$ cat src/rtl/alu_share_arbiter.sv
// -----------------------------------------------------------------------------
// alu_share_arbiter
//
// Purpose:
//   Two requesters share one combinational MIPS-style ALU through this block.
//   Only one operation is in flight at a time. For each operation the block:
//     1. picks a requester round-robin while it is idle,
//     2. captures the winner's opcode/func/operands into the alu_* registers,
//     3. holds them on the ALU for EXEC_CYCLES cycles,
//     4. samples the ALU result/zero into the response registers, and
//     5. holds the response, tagged with the requester ID, until it is consumed.
//
// Parameters:
//   WIDTH        operand/result width
//   EXEC_CYCLES  cycles the ALU inputs are held before the result is sampled
//                (must be >= 1)
//
// Ports:
//   clk, rst_n            rising-edge clock, asynchronous active-low reset
//   rN_valid/rN_ready     requester N handshake (N = 0, 1); ready is
//                         combinational and only asserted while idle
//   rN_opcode/rN_func     requester N operation encoding
//   rN_a/rN_b             requester N operands
//   rsp_valid/rsp_ready   response handshake
//   rsp_id                requester that issued the returned operation
//   rsp_result/rsp_zero   captured ALU outputs
//   alu_opcode/alu_func_field/alu_a/alu_b   registered drive to the ALU
//   alu_result/alu_zero   combinational return from the ALU
//
// Timing:
//   Handshake in cycle T -> rsp_valid high from cycle T+EXEC_CYCLES+1.
//   Accepts are at least EXEC_CYCLES+2 cycles apart.
// -----------------------------------------------------------------------------
module alu_share_arbiter #(
  parameter int WIDTH       = 32,
  parameter int EXEC_CYCLES = 1
) (
  input  logic             clk,
  input  logic             rst_n,

  input  logic             r0_valid,
  output logic             r0_ready,
  input  logic [5:0]       r0_opcode,
  input  logic [5:0]       r0_func,
  input  logic [WIDTH-1:0] r0_a,
  input  logic [WIDTH-1:0] r0_b,

  input  logic             r1_valid,
  output logic             r1_ready,
  input  logic [5:0]       r1_opcode,
  input  logic [5:0]       r1_func,
  input  logic [WIDTH-1:0] r1_a,
  input  logic [WIDTH-1:0] r1_b,

  output logic             rsp_valid,
  input  logic             rsp_ready,
  output logic             rsp_id,
  output logic [WIDTH-1:0] rsp_result,
  output logic             rsp_zero,

  output logic [5:0]       alu_opcode,
  output logic [5:0]       alu_func_field,
  output logic [WIDTH-1:0] alu_a,
  output logic [WIDTH-1:0] alu_b,
  input  logic [WIDTH-1:0] alu_result,
  input  logic             alu_zero
);

  // The counter has to hold the value EXEC_CYCLES, which it reaches when
  // it increments on the final EXEC cycle, so it never wraps.
  localparam int            CW       = $clog2(EXEC_CYCLES + 1);
  localparam logic [CW-1:0] CNT_LAST = CW'(EXEC_CYCLES - 1);
  localparam logic [CW-1:0] CNT_ONE  = CW'(1);

  typedef enum logic [1:0] {
    ST_IDLE = 2'd0,
    ST_EXEC = 2'd1,
    ST_RESP = 2'd2
  } state_t;

  state_t           state_q, state_d;
  logic             last_grant_q, last_grant_d;
  logic             id_q, id_d;
  logic [CW-1:0]    cnt_q, cnt_d;

  logic [5:0]       alu_opcode_q, alu_opcode_d;
  logic [5:0]       alu_func_q, alu_func_d;
  logic [WIDTH-1:0] alu_a_q, alu_a_d;
  logic [WIDTH-1:0] alu_b_q, alu_b_d;

  logic             rsp_valid_q, rsp_valid_d;
  logic             rsp_id_q, rsp_id_d;
  logic [WIDTH-1:0] rsp_result_q, rsp_result_d;
  logic             rsp_zero_q, rsp_zero_d;

  logic             grant;
  logic             accept;

  // ---------------------------------------------------------------------------
  // Round-robin choice. A lone requester always wins. When both are valid,
  // the one that did not win last time wins. With neither valid the value
  // is irrelevant because both readies are gated by their valids.
  // ---------------------------------------------------------------------------
  always_comb begin
    grant = 1'b0;
    if (r0_valid && r1_valid) begin
      grant = ~last_grant_q;
    end else if (r1_valid) begin
      grant = 1'b1;
    end
  end

  // rst_n gates the readies so that no requester sees an accept while the
  // block is held in reset.
  assign r0_ready = rst_n && (state_q == ST_IDLE) && r0_valid && !grant;
  assign r1_ready = rst_n && (state_q == ST_IDLE) && r1_valid &&  grant;
  assign accept   = r0_ready || r1_ready;

  // ---------------------------------------------------------------------------
  // Next-state logic
  // ---------------------------------------------------------------------------
  always_comb begin
    state_d      = state_q;
    last_grant_d = last_grant_q;
    id_d         = id_q;
    cnt_d        = cnt_q;
    alu_opcode_d = alu_opcode_q;
    alu_func_d   = alu_func_q;
    alu_a_d      = alu_a_q;
    alu_b_d      = alu_b_q;
    rsp_valid_d  = rsp_valid_q;
    rsp_id_d     = rsp_id_q;
    rsp_result_d = rsp_result_q;
    rsp_zero_d   = rsp_zero_q;

    case (state_q)
      ST_IDLE: begin
        if (accept) begin
          alu_opcode_d = grant ? r1_opcode : r0_opcode;
          alu_func_d   = grant ? r1_func   : r0_func;
          alu_a_d      = grant ? r1_a      : r0_a;
          alu_b_d      = grant ? r1_b      : r0_b;
          id_d         = grant;
          last_grant_d = grant;
          cnt_d        = '0;
          state_d      = ST_EXEC;
        end
      end

      ST_EXEC: begin
        // The ALU inputs stay as latched. Its outputs are sampled on the
        // last EXEC cycle, so the ALU gets EXEC_CYCLES full cycles to settle.
        cnt_d = cnt_q + CNT_ONE;
        if (cnt_q == CNT_LAST) begin
          rsp_result_d = alu_result;
          rsp_zero_d   = alu_zero;
          rsp_id_d     = id_q;
          rsp_valid_d  = 1'b1;
          state_d      = ST_RESP;
        end
      end

      ST_RESP: begin
        if (rsp_ready) begin
          rsp_valid_d = 1'b0;
          state_d     = ST_IDLE;
        end
      end

      default: begin
        state_d     = ST_IDLE;
        rsp_valid_d = 1'b0;
      end
    endcase
  end

  // ---------------------------------------------------------------------------
  // State registers. last_grant resets to 1 so that requester 0 wins the first
  // contested arbitration.
  // ---------------------------------------------------------------------------
  always_ff @(posedge clk or negedge rst_n) begin
    if (!rst_n) begin
      state_q      <= ST_IDLE;
      last_grant_q <= 1'b1;
      id_q         <= 1'b0;
      cnt_q        <= '0;
      alu_opcode_q <= '0;
      alu_func_q   <= '0;
      alu_a_q      <= '0;
      alu_b_q      <= '0;
      rsp_valid_q  <= 1'b0;
      rsp_id_q     <= 1'b0;
      rsp_result_q <= '0;
      rsp_zero_q   <= 1'b0;
    end else begin
      state_q      <= state_d;
      last_grant_q <= last_grant_d;
      id_q         <= id_d;
      cnt_q        <= cnt_d;
      alu_opcode_q <= alu_opcode_d;
      alu_func_q   <= alu_func_d;
      alu_a_q      <= alu_a_d;
      alu_b_q      <= alu_b_d;
      rsp_valid_q  <= rsp_valid_d;
      rsp_id_q     <= rsp_id_d;
      rsp_result_q <= rsp_result_d;
      rsp_zero_q   <= rsp_zero_d;
    end
  end

  assign alu_opcode     = alu_opcode_q;
  assign alu_func_field = alu_func_q;
  assign alu_a          = alu_a_q;
  assign alu_b          = alu_b_q;

  assign rsp_valid  = rsp_valid_q;
  assign rsp_id     = rsp_id_q;
  assign rsp_result = rsp_result_q;
  assign rsp_zero   = rsp_zero_q;

endmodule

$ cat config.mk
export PLATFORM = sky130hd
export DESIGN_NAME = alu_share_arbiter
export DESIGN_NICKNAME = d
export VERILOG_FILES = /design/src/rtl/alu_share_arbiter.sv
export SDC_FILE = /design/constraint.sdc
export NUM_CORES = 1
export LEC_CHECK = 0
export CORE_UTILIZATION = 34
export DETAILED_ROUTE_END_ITERATION = 16
export GPL_TIMING_DRIVEN = 0
export PLACE_DENSITY = 0.74
export SLEW_MARGIN = 10
export SYNTH_ARGS = -nofsm -noshare
export SYNTH_HDL_FRONTEND = slang
export SYNTH_SLANG_ARGS = --single-unit
$ cat constraint.sdc
create_clock -name clk -period 1.5 [get_ports clk]
set_input_delay 0.15 -clock clk [delete_from_list [all_inputs] [get_ports clk]]
set_output_delay 0.15 -clock clk [all_outputs]
set_load 0.05 [all_outputs]
==> run metrics <==
initial core utilization between 30% and 40%; Die Outline Area 0.0156 sq mm; largest area contributor in the netlist dfrtp_1; drt wl/cell 21.8 um; Area after DPL roughly 0.0085 sq mm; number of levels in the clock H-tree 4; power density relative to cell area between 2000 and 2500 mW/mm^2; Synth warnings 0; relative max-transition margin between 30 and 40%; maximum clock frequency 0.560 GHz; maximum fanout along the worst path 2; status complete, but fails checks; total congestion overflow 0; max-slew violations 0; number of flops mapped to enable cells by yosys 0; type of the setup path with the least slack reg -> out; detailed-route vias per instance roughly 5.4; antenna cells 0; R2R Setup Slk -0.24 ns; Cells after Synth approximately 370; launch point of the critical path state_q[1]; routability congestion estimate from global placement about 0.8; TritonCTS clock tree yes; PnR worst setup slack -0.285 ns; total detailed-routing wirelength 20400 um; post-route antenna net violation count 0; area of the placeable core 0.0146 sq mm; worst reg2reg path endpoint alu_a[0]; capture point of the worst path r0_ready; number of placement rows 44; share of the yosys chip area belonging to registers 56.7%; clock input transition at the sequential cells of the worst setup and hold paths about 0.050 ns; unrepaired setup endpoints after global routing yes; 1st-iter DRT viols 187; endpoints failing hold 0; mapped cell area 0.00512 sq mm; synthesized area divided by synthesized cell count roughly 14 sq um; Arr. time, crit path 1.63 ns; static leakage approximately 4.2 nW; Syn-to-layout area delta 107%; peak supply drop 1.57 mV; post-layout minimum cycle time between 1.5 and 2 ns; antenna violations before repair 0; clk_lat worst skew 0.41 ns; # Max-Cap Violations 0; transition time at the pin with the least slew margin 0.953 ns; final net count 931; Worst R2R Path Depth 9; DPL Wire Length 13200 um; total power 0.0239 W; die height 125 um; most repeated cell in the gate-level netlist after synthesis dfrtp_1; maximum number of pins on one net before global-route repair between 40 and 50; clk_skew around 0.0057 ns; CTS sink count 116; Placed Instances about 860; Tightest Hold Check Type in -> reg; post-route non-filler standard cell count 936; required time at the worst-slack endpoint approximately 1.4 ns; width of the die 125 um; I/O pin count 303; Async S/R FF share, synth 100%; CTS root buf clkbuf_16; Detailed Routing Iterations Pass 1 6; leading cell types by total area after synthesis dfrtp_1 (56%), o32ai_1 (13%), a2bb2oi_1 (9.9%); first-pass GRT wire length 29700 um; DRC violation count after routing 0; layout cell share with drive strength beyond 1 between 30 and 40%; startpoint of the worst register-to-register path state_q[1]; violated checks setup timing; leading register cell type out of synthesis dfrtp_1; leading post-synthesis cells by instance count dfrtp_1 (115), o32ai_1 (76), a2bb2oi_1 (58); number of distinct library cell variants in the gate-level netlist after synthesis 29; number of setup violations in the final report about 110; Num CTS Buffers 17; GRT Total Usage 24.7%; total of flip-flops plus latches after synthesis between 100 and 150; final standard cell area without fillers 0.0106 sq mm; Synth Net Count about 560; Bufs on Longest Clock Path 2; vias after detailed routing 5046; PortBufs between 300 and 400; kind of end point of the critical path primary output; area fraction of the dominant cell type after synthesis a little under three fifths; ratio of final minimum period to clock period 119%; fill cell total of the finished layout about 960; number of global-route vias before repair 5436; CP Launch Type register; summed negative setup slack over all endpoints -14.67 ns
[how the worst min path moves through the flow]
stage                        start        endpoint  slack [ns]  depth (start not counted)
floorplan                    rst_n        alu_a[0]       -0.15                          0
global placement    rsp_result[27]  rsp_result[27]        0.49                          1
detailed placement           rst_n   rsp_result[1]        0.09                          1
CTS                          rst_n   rsp_result[1]       -0.31                          2
global route        alu_result[16]  rsp_result[16]        0.34                          2
finish               alu_result[0]   rsp_result[0]        0.35                          2
[where the power goes]
group | switching [W] | total (W) | internal (W)
Combinational | 0.00854 | 0.0145 | 0.00597
Clock | 0.00134 | 0.00366 | 0.00232
Sequential | 0.00105 | 0.00572 | 0.00466
[layer usage]
layer / GRT usage (%) / share of wire [%] / vias to the layer above
met5: 0 / 0 / -
met4: 8.36 / 2.2 / 0
met3: 7.43 / 6.6 / 38
met2: 44.7 / 53 / 222
met1: 27.3 / 38 / 2516
li1: - / - / 2270
[cell type report]
cell class              instances  area [sq um]  area share [%]
repair buffers                352          3730            35.2
clock buffers                  24           472            4.45
well taps                     184           230            2.17
inverters                       3          11.3           0.106
flip-flops and latches        116          2910            27.4
multi-input cells             208          2780            26.2
clock inverters                 6          55.1           0.519
plain buffers                  43           425            4.01
[critical path: stages (launching register included)]
cell and delay, ns:
dfrtp_2 0.41, nor3b_2 0.22, buf_6 0.14, buf_8 0.09, nor3b_4 0.17, buf_6 0.18
[stage by stage]
step,hold WS (ns),utilization [%],setup slack [ns]
6_report,0.345,72.7,-0.285
5_1_grt,0.340,72.7,-0.342
4_1_cts,-0.311,66.8,-0.272
3_5_place_dp,0.0902,58.0,-1.24
3_3_place_gp,0.491,57.8,-5.11
2_1_floorplan,-0.146,-,-0.0680
[flip-flops by register name, indices dropped and copies added (netlist names)]
signal and count:
alu_opcode 6, rsp_id 1, rsp_zero 1, last_grant_q 1, alu_a 32, rsp_result 32, rsp_valid 1, state_q 2
cnt_q 1, alu_func_field 6, alu_b 32, id_q 1
[cell families after synthesis]
family | share of synthesized area (%)
AOI/OAI and AO/OA | 29.6
DFF | 56.7
buffers and inverters | 4.72
muxes | 7.48
and+or+nand+nor | 1.47
[placed cells by master (no fill, tap or decap), types with 2 or more instances in the layout]
cell type	synthesis	layout
a21oi_1	3	2
a2bb2oi_2	18	76
buf_12	0	10
buf_16	0	7
buf_2	19	4
buf_4	2	16
buf_6	3	14
buf_8	0	14
bufbuf_16	0	4
clkbuf_1	23	10
clkbuf_16	0	22
clkbuf_2	0	23
clkbuf_4	0	4
clkbuf_8	0	3
clkdlybuf4s15_1	0	47
clkdlybuf4s50_1	0	188
clkinv_2	0	5
dfrtp_1	115	113
dfrtp_2	0	2
dlygate4sd2_1	0	48
dlygate4sd3_1	0	4
inv_1	2	2
mux2_2	34	22
mux2_4	0	12
nand2_1	2	2
nand3_1	2	2
o32ai_1	76	45
o32ai_2	0	22
o32ai_4	0	9
[repair_timing]
| item | CTS | global route |
|---|---|---|
| endpoints found under the hold margin | 77 | 58 |
| buffers inserted | 22 | 8 |
| gates resized for setup | 223 | 212 |
| endpoints found under the setup margin | 222 | 147 |
| hold buffers | 3 | 4 |
| pin swaps | 4 | 5 |
| cloned | 9 | 4 |
(Power assumes the default switching activity.)
